## config.mk

```make
export PLATFORM = sky130hd
export DESIGN_NAME = stage6_operand_issuer_flat
export DESIGN_NICKNAME = d
export VERILOG_FILES = /design/src/rtl/stage6_operand_issuer_if.sv /design/src/rtl/stage6_operand_issuer.sv /design/src/flat_wrapper.sv
export SDC_FILE = /design/constraint.sdc
export NUM_CORES = 1
export LEC_CHECK = 0
export BUFFER_PORTS_ARGS = -buffer_cell sky130_fd_sc_hd__clkbuf_2
export CAP_MARGIN = 0
export CORE_MARGIN = 2
export CORE_UTILIZATION = 65
export DETAILED_ROUTE_END_ITERATION = 10
export GPL_ROUTABILITY_DRIVEN = 0
export PLACE_DENSITY = 0.88
export SYNTH_ARGS = -nofsm -noshare
export SYNTH_HDL_FRONTEND = slang
export SYNTH_SLANG_ARGS = --single-unit
```

## constraint.sdc

```tcl
create_clock -name clk_i -period 18.2 [get_ports clk_i]
set_input_delay 1.82 -clock clk_i [delete_from_list [all_inputs] [get_ports clk_i]]
set_output_delay 1.82 -clock clk_i [all_outputs]
set_load 0.01 [all_outputs]
```

## src/rtl/stage6_operand_issuer_if.sv

```systemverilog
// Operand-issue bundle: upstream beat push, job control, and the pipe_stage6 operand outputs.
interface stage6_operand_issuer_if #(
  parameter int DW    = 16,
  parameter int SET_W = 8,
  parameter int LEN_W = 8
);
  logic              in_valid_i;
  logic              in_ready_o;
  logic [5*DW-1:0]   in_data_i;
  logic              start_i;
  logic [SET_W-1:0]  num_sets_i;
  logic [LEN_W-1:0]  set_len_i;
  logic              mode_i;
  logic              abort_i;
  logic              stall_i;
  logic              out_valid_o;
  logic [DW-1:0]     operandv_o;
  logic [DW-1:0]     operand1_o;
  logic [DW-1:0]     operand2_o;
  logic [DW-1:0]     operand3_o;
  logic [DW-1:0]     operand4_o;
  logic              stage_boundary_o;
  logic [SET_W-1:0]  set_o;
  logic              mode_o;
  logic              finished_o;
  logic              busy_o;

  // Upstream/control side drives beats and job requests.
  modport master (
    output in_valid_i, in_data_i, start_i, num_sets_i, set_len_i, mode_i, abort_i, stall_i,
    input  in_ready_o, out_valid_o, operandv_o, operand1_o, operand2_o, operand3_o, operand4_o,
           stage_boundary_o, set_o, mode_o, finished_o, busy_o
  );

  modport slave (
    input  in_valid_i, in_data_i, start_i, num_sets_i, set_len_i, mode_i, abort_i, stall_i,
    output in_ready_o, out_valid_o, operandv_o, operand1_o, operand2_o, operand3_o, operand4_o,
           stage_boundary_o, set_o, mode_o, finished_o, busy_o
  );
endinterface

```

## src/rtl/stage6_operand_issuer.sv

```systemverilog
// Buffers operand beats in a small FIFO and issues them to pipe_stage6 under a
// job descriptor of num_sets x set_len beats, marking set boundaries and job end.
module stage6_operand_issuer #(
  parameter int DW    = 16,
  parameter int DEPTH = 8,
  parameter int SET_W = 8,
  parameter int LEN_W = 8
) (
  input  logic clk_i,
  input  logic rst_i,
  stage6_operand_issuer_if.slave bus
);
  localparam int AW = (DEPTH > 1) ? $clog2(DEPTH) : 1;
  localparam logic [AW:0]      CNT_FULL = (AW+1)'(DEPTH);
  localparam logic [AW:0]      CNT_ONE  = (AW+1)'(1);
  localparam logic [AW-1:0]    PTR_ONE  = AW'(1);
  localparam logic [SET_W-1:0] SET_ONE  = SET_W'(1);
  localparam logic [LEN_W-1:0] LEN_ONE  = LEN_W'(1);

  typedef enum logic [1:0] {
    IDLE = 2'd0,
    RUN  = 2'd1,
    DONE = 2'd2
  } state_e;

  state_e           state_q, state_d;
  logic [5*DW-1:0]  mem_q [DEPTH];
  logic [AW-1:0]    wr_ptr_q, wr_ptr_d;
  logic [AW-1:0]    rd_ptr_q, rd_ptr_d;
  logic [AW:0]      count_q, count_d;
  logic [SET_W-1:0] num_sets_q, num_sets_d;
  logic [SET_W-1:0] set_cnt_q, set_cnt_d;
  logic [SET_W-1:0] set_q, set_d;
  logic [LEN_W-1:0] set_len_q, set_len_d;
  logic [LEN_W-1:0] beat_cnt_q, beat_cnt_d;
  logic [5*DW-1:0]  operands_q, operands_d;
  logic             mode_q, mode_d;
  logic             out_valid_q, out_valid_d;
  logic             boundary_q, boundary_d;
  logic             finished_q, finished_d;
  logic             busy_q, busy_d;

  logic             full, empty, push, issue, flush;
  logic             last_in_set, last_set;
  logic [5*DW-1:0]  head;

  assign full  = (count_q == CNT_FULL);
  assign empty = (count_q == '0);
  // A full FIFO refuses the push even when the same cycle pops; no bypass path.
  assign push  = bus.in_valid_i && !full;
  assign issue = (state_q == RUN) && !empty && !bus.stall_i && !bus.abort_i;
  assign flush = (state_q == RUN) && bus.abort_i;
  assign head  = mem_q[rd_ptr_q];

  assign last_in_set = (beat_cnt_q == set_len_q - LEN_ONE);
  assign last_set    = (set_cnt_q == num_sets_q - SET_ONE);

  // NOTE: every signal assigned in an always_comb gets a default first, so no path leaves it unassigned and no latch is inferred.
  always_comb begin : fifo_next
    wr_ptr_d = wr_ptr_q;
    rd_ptr_d = rd_ptr_q;
    count_d  = count_q;
    if (flush) begin
      wr_ptr_d = '0;
      rd_ptr_d = '0;
      count_d  = '0;
    end else begin
      if (push)  wr_ptr_d = wr_ptr_q + PTR_ONE;
      if (issue) rd_ptr_d = rd_ptr_q + PTR_ONE;
      case ({push, issue})
        2'b10:   count_d = count_q + CNT_ONE;
        2'b01:   count_d = count_q - CNT_ONE;
        default: count_d = count_q;
      endcase
    end
  end

  always_comb begin : fsm_next
    state_d     = state_q;
    num_sets_d  = num_sets_q;
    set_len_d   = set_len_q;
    mode_d      = mode_q;
    beat_cnt_d  = beat_cnt_q;
    set_cnt_d   = set_cnt_q;
    set_d       = set_q;
    operands_d  = operands_q;
    out_valid_d = 1'b0;
    boundary_d  = 1'b0;
    finished_d  = 1'b0;

    unique case (state_q)
      IDLE: begin
        if (bus.start_i) begin
          num_sets_d = bus.num_sets_i;
          set_len_d  = bus.set_len_i;
          mode_d     = bus.mode_i;
          beat_cnt_d = '0;
          set_cnt_d  = '0;
          if (bus.num_sets_i == '0 || bus.set_len_i == '0) begin
            state_d    = DONE;
            finished_d = 1'b1;
          end else begin
            state_d = RUN;
          end
        end
      end
      RUN: begin
        if (bus.abort_i) begin
          state_d = IDLE;
        end else if (issue) begin
          operands_d  = head;
          out_valid_d = 1'b1;
          set_d       = set_cnt_q;
          boundary_d  = last_in_set;
          if (last_in_set) begin
            beat_cnt_d = '0;
            // The final beat holds set_cnt so it never passes the latched bound.
            if (last_set) begin
              state_d    = DONE;
              finished_d = 1'b1;
            end else begin
              set_cnt_d = set_cnt_q + SET_ONE;
            end
          end else begin
            beat_cnt_d = beat_cnt_q + LEN_ONE;
          end
        end
      end
      DONE: state_d = IDLE;
      default: state_d = IDLE;
    endcase

    busy_d = (state_d != IDLE);
  end

  // NOTE: sequential state uses non-blocking assignments so every flop samples pre-edge values regardless of statement order.
  always_ff @(posedge clk_i or negedge rst_i) begin
    if (!rst_i) begin
      state_q     <= IDLE;
      wr_ptr_q    <= '0;
      rd_ptr_q    <= '0;
      count_q     <= '0;
      num_sets_q  <= '0;
      set_len_q   <= '0;
      mode_q      <= 1'b0;
      beat_cnt_q  <= '0;
      set_cnt_q   <= '0;
      set_q       <= '0;
      operands_q  <= '0;
      out_valid_q <= 1'b0;
      boundary_q  <= 1'b0;
      finished_q  <= 1'b0;
      busy_q      <= 1'b0;
    end else begin
      state_q     <= state_d;
      wr_ptr_q    <= wr_ptr_d;
      rd_ptr_q    <= rd_ptr_d;
      count_q     <= count_d;
      num_sets_q  <= num_sets_d;
      set_len_q   <= set_len_d;
      mode_q      <= mode_d;
      beat_cnt_q  <= beat_cnt_d;
      set_cnt_q   <= set_cnt_d;
      set_q       <= set_d;
      operands_q  <= operands_d;
      out_valid_q <= out_valid_d;
      boundary_q  <= boundary_d;
      finished_q  <= finished_d;
      busy_q      <= busy_d;
    end
  end

  // NOTE: the beat storage has no reset; the reset count/pointers guarantee no entry is read before it is written.
  always_ff @(posedge clk_i) begin
    if (push) mem_q[wr_ptr_q] <= bus.in_data_i;
  end

  assign bus.in_ready_o       = !full;
  assign bus.out_valid_o      = out_valid_q;
  assign bus.operandv_o       = operands_q[5*DW-1:4*DW];
  assign bus.operand1_o       = operands_q[4*DW-1:3*DW];
  assign bus.operand2_o       = operands_q[3*DW-1:2*DW];
  assign bus.operand3_o       = operands_q[2*DW-1:DW];
  assign bus.operand4_o       = operands_q[DW-1:0];
  assign bus.stage_boundary_o = boundary_q;
  assign bus.set_o            = set_q;
  assign bus.mode_o           = mode_q;
  assign bus.finished_o       = finished_q;
  assign bus.busy_o           = busy_q;
endmodule
```

## src/flat_wrapper.sv

```systemverilog
// flat-port wrapper written by rule: the top's interface ports become plain ports
module stage6_operand_issuer_flat 
#(
  parameter int DW    = 16,
  parameter int DEPTH = 8,
  parameter int SET_W = 8,
  parameter int LEN_W = 8
)
  (clk_i, rst_i, bus_in_valid_i, bus_in_data_i, bus_start_i, bus_num_sets_i, bus_set_len_i, bus_mode_i, bus_abort_i, bus_stall_i, bus_in_ready_o, bus_out_valid_o, bus_operandv_o, bus_operand1_o, bus_operand2_o, bus_operand3_o, bus_operand4_o, bus_stage_boundary_o, bus_set_o, bus_mode_o, bus_finished_o, bus_busy_o);
  stage6_operand_issuer_if #(.DW(DW), .SET_W(SET_W), .LEN_W(LEN_W)) bus_i ();
  input  logic clk_i;
  input  logic rst_i;
  input wire logic [$bits(bus_i.in_valid_i)-1:0] bus_in_valid_i;
  input wire logic [$bits(bus_i.in_data_i)-1:0] bus_in_data_i;
  input wire logic [$bits(bus_i.start_i)-1:0] bus_start_i;
  input wire logic [$bits(bus_i.num_sets_i)-1:0] bus_num_sets_i;
  input wire logic [$bits(bus_i.set_len_i)-1:0] bus_set_len_i;
  input wire logic [$bits(bus_i.mode_i)-1:0] bus_mode_i;
  input wire logic [$bits(bus_i.abort_i)-1:0] bus_abort_i;
  input wire logic [$bits(bus_i.stall_i)-1:0] bus_stall_i;
  output wire logic [$bits(bus_i.in_ready_o)-1:0] bus_in_ready_o;
  output wire logic [$bits(bus_i.out_valid_o)-1:0] bus_out_valid_o;
  output wire logic [$bits(bus_i.operandv_o)-1:0] bus_operandv_o;
  output wire logic [$bits(bus_i.operand1_o)-1:0] bus_operand1_o;
  output wire logic [$bits(bus_i.operand2_o)-1:0] bus_operand2_o;
  output wire logic [$bits(bus_i.operand3_o)-1:0] bus_operand3_o;
  output wire logic [$bits(bus_i.operand4_o)-1:0] bus_operand4_o;
  output wire logic [$bits(bus_i.stage_boundary_o)-1:0] bus_stage_boundary_o;
  output wire logic [$bits(bus_i.set_o)-1:0] bus_set_o;
  output wire logic [$bits(bus_i.mode_o)-1:0] bus_mode_o;
  output wire logic [$bits(bus_i.finished_o)-1:0] bus_finished_o;
  output wire logic [$bits(bus_i.busy_o)-1:0] bus_busy_o;
  assign bus_i.in_valid_i = bus_in_valid_i;
  assign bus_i.in_data_i = bus_in_data_i;
  assign bus_i.start_i = bus_start_i;
  assign bus_i.num_sets_i = bus_num_sets_i;
  assign bus_i.set_len_i = bus_set_len_i;
  assign bus_i.mode_i = bus_mode_i;
  assign bus_i.abort_i = bus_abort_i;
  assign bus_i.stall_i = bus_stall_i;
  assign bus_in_ready_o = bus_i.in_ready_o;
  assign bus_out_valid_o = bus_i.out_valid_o;
  assign bus_operandv_o = bus_i.operandv_o;
  assign bus_operand1_o = bus_i.operand1_o;
  assign bus_operand2_o = bus_i.operand2_o;
  assign bus_operand3_o = bus_i.operand3_o;
  assign bus_operand4_o = bus_i.operand4_o;
  assign bus_stage_boundary_o = bus_i.stage_boundary_o;
  assign bus_set_o = bus_i.set_o;
  assign bus_mode_o = bus_i.mode_o;
  assign bus_finished_o = bus_i.finished_o;
  assign bus_busy_o = bus_i.busy_o;
  stage6_operand_issuer #(.DW(DW), .DEPTH(DEPTH), .SET_W(SET_W), .LEN_W(LEN_W)) u_core (.clk_i(clk_i), .rst_i(rst_i), .bus(bus_i));
endmodule
```

==> metrics.yaml <==
clockRootBuffer: "clkbuf_16"
drtIter0Drc: 2232
path_max_fanout: 48
wl_per_cell_um: 29.4
ir_worst_vdd_v: 0.000107
layout_min_cycle_time_ns: 4.12
path_clk_slew_ns: 0.06
synth_seq_cells: 777
fin_nets: 1879
critPathKind: "input port to flop"
grt.total_usage_pct: 31.2
syn_to_final_growth_pct: 14.6
placed_cell_area_sq_um: 31300
die-area_sq_um: 47400
tns_ns: 0
slew_violations: 0
grt_pass1_vias: 16576
viasPerCell: 6.63
clk_latency_ns: 0.63
grt_overflow: 0
fin_skew_ns: 0.0221
powerDensity_nw_per_um2: 151
htree_levels: 3
dp_worst_setup_slack_ns: 13.48
syn-cell-area_sq_um: 29700
cp_data_arrival_time_ns: 4.37
io_buffers: 196
setup_viol: 0
num_vias: 16154
hold_path_class: "flop to flop"
async_flop_share_pct: 17.6
dpl.hpwl_um: 36000
status: "complete, no violations"
cts_buffers: 76
cts_num_sinks: 777
dr.pass1.iters: 5
yosysSeqAreaShare_pct: 76.3
cts_hold_buf: 0
synthCells: 1549
max_freq_mhz: 243
grt_antenna_before_repair: 9
drc: 0
p_leak_nw: 11.8
max_slew_margin_pct: 10.4
core-area_sq_um: 45200
syn_area_per_cell_sq_um: 19.2
die_h_um: 218
postCtsSetupRepairBufs: 0
setup_ws_ns: 14.08
post_cts_resized: 0
post-route-cell-area_sq_um: 34000
std_cell_rows: 78
cts_max_path_buffers: 3
ant_nets: 0
cap_violations: 0
cts_tree: "yes"
drt_wl_total_um: 71600
ys_dominant_reg_cell: "edfxtp_1"
required_ns: 18.44
fp.dieW_um: 218
drive_above_1_share_pct: 27.9
grt_setup_unrepaired: "false"
setup.worst_path.end_class: "flop"
syn-num-nets: 1662
start_util_pct: 65.7
critPathLaunchType: "input port"
grt_pass1_wl_um: 107000
synth-edff-count: 640
ios: 197
yosysUniqueCellTypes: 44
final-hold-violation-count: 0
synth_warnings: 0
grt_max_degree: 106
tightest_slew_ns: 1.34
post-route-period-util_pct: 22.7
nFillCells: 2266
## flip-flops by register name, indices dropped and copies added (netlist names), 2 cells and up
register,flops
u_core.num_sets_q,8
u_core.wr_ptr_q,3
u_core.set_cnt_q,8
u_core.beat_cnt_q,8
u_core.state_q,2
u_core.mem_q,640
u_core.bus.set_o,8
u_core.rd_ptr_q,3
u_core.set_len_q,8
u_core.operands_q,80
u_core.count_q,4
## cells in the final DEF, fill, tap and decap left out, types with 3 or more instances in the layout
cell type / count
xor2_1: 16
bufinv_16: 11
nand2b_1: 8
or3_1: 9
nand3_1: 13
clkbuf_16: 77
nor2_4: 6
diode_2: 8
a31oi_1: 3
nand2_1: 169
clkbuf_1: 17
nor4_1: 6
nand4_1: 6
clkinv_8: 3
mux4_2: 160
clkinvlp_4: 5
a21o_1: 3
clkbuf_2: 195
edfxtp_1: 640
inv_1: 17
ha_1: 9
or2_2: 3
xnor2_1: 9
buf_4: 17
nor2_1: 20
clkinv_1: 7
mux2i_1: 82
a21oi_1: 22
clkinv_2: 9
clkbuf_8: 9
dfrtp_1: 134
o22ai_1: 4
nor3_1: 8
o21ai_0: 101
dfrtp_4: 3
## power breakdown
| part | total [W] | internal [W] | switching (W) |
|---|---|---|---|
| registers | 0.00241 | 0.00223 | 0.000180 |
| clock network | 0.00168 | 0.000983 | 0.000700 |
| logic | 0.00105 | 0.000454 | 0.000592 |
| total | 0.00514 | 0.00367 | 0.00147 |
## cells by family (layout without fill, tap and decap cells)
| kind of cell | Yosys count | after routing | share of synthesized area, % |
|---|---|---|---|
| AOI/OAI and AO/OA | 143 | 143 | 2.59 |
| adders and majority gates | 10 | 10 | 0.447 |
| other | 0 | 8 | 0 |
| buffers and inverters | 92 | 373 | 1.20 |
| xor gates and xnor gates | 25 | 25 | 0.738 |
| DFF | 777 | 777 | 76.3 |
| and+or+nand+nor | 260 | 260 | 3.80 |
| muxes | 242 | 242 | 14.9 |
## cells in the mapped netlist, types with 10 or more instances
library cell / instances / area [sq um]
inv_1: 17 / 63.8
clkbuf_1: 51 / 191
buf_1: 18 / 67.6
dfrtp_1: 137 / 3430
a21oi_1: 22 / 110
nor3_1: 10 / 50.1
nand3_1: 13 / 65.1
mux2i_1: 82 / 821
xor2_1: 16 / 140
mux4_2: 160 / 3600
nor2_1: 26 / 97.6
o21ai_0: 101 / 505
nand2_1: 169 / 634
edfxtp_1: 640 / 19200
## final timing paths
check                                    start                     end  slack (ns)  cells past startpoint
max                             bus_in_valid_i     u_core.mem_q[2][31]       14.08                      5
max in group asynchronous                rst_i   u_core.operands_q[12]       15.52                      2
min reg2reg                u_core.bus.set_o[4]     u_core.bus.set_o[4]        0.48                      2
min in group asynchronous                rst_i  u_core.bus.out_valid_o        1.29                      1
min                        u_core.bus.set_o[4]     u_core.bus.set_o[4]        0.48                      2
max reg2reg                  u_core.count_q[0]       u_core.count_q[3]       14.50                     10
## critical path: stages
cell      delay, ns
clkbuf_2       0.13
nand2_1        0.12
or2_2          0.42
nor2_4         1.02
buf_4          0.81
## routing by layer
metal  GRT usage, %  vias to the layer above  part of all wire [%]
met1           42.0                     8333                    37
met5              0                        -                 0.038
li1               -                     6560                     -
met4           11.5                        4                   3.7
met3           6.36                      184                   8.4
met2           51.5                     1073                    51
## metrics by stage
step           total power (W)  hold WS (ns)  std cells  utilization (%)
2_1_floorplan          0.00307         0.440       1549                -
3_3_place_gp           0.00337         0.455       2288             69.3
3_5_place_dp           0.00343         0.468       2288             69.3
4_1_cts                0.00515         0.479       2430             75.2
5_1_grt                0.00530         0.500       2436             75.3
6_report               0.00514         0.478       2438             75.3
## cell type report
type | count | area (sq um) | area share, %
inverters | 18 | 72.6 | 0.213
diodes | 8 | 20.0 | 0.0588
clock buffers | 103 | 2110 | 6.22
clock inverters | 39 | 556 | 1.63
well taps | 600 | 751 | 2.21
multi-input cells | 680 | 6730 | 19.8
repair buffers | 213 | 1110 | 3.28
flip-flops and latches | 777 | 22700 | 66.6
Note: power is estimated with default switching activity, not from simulation.
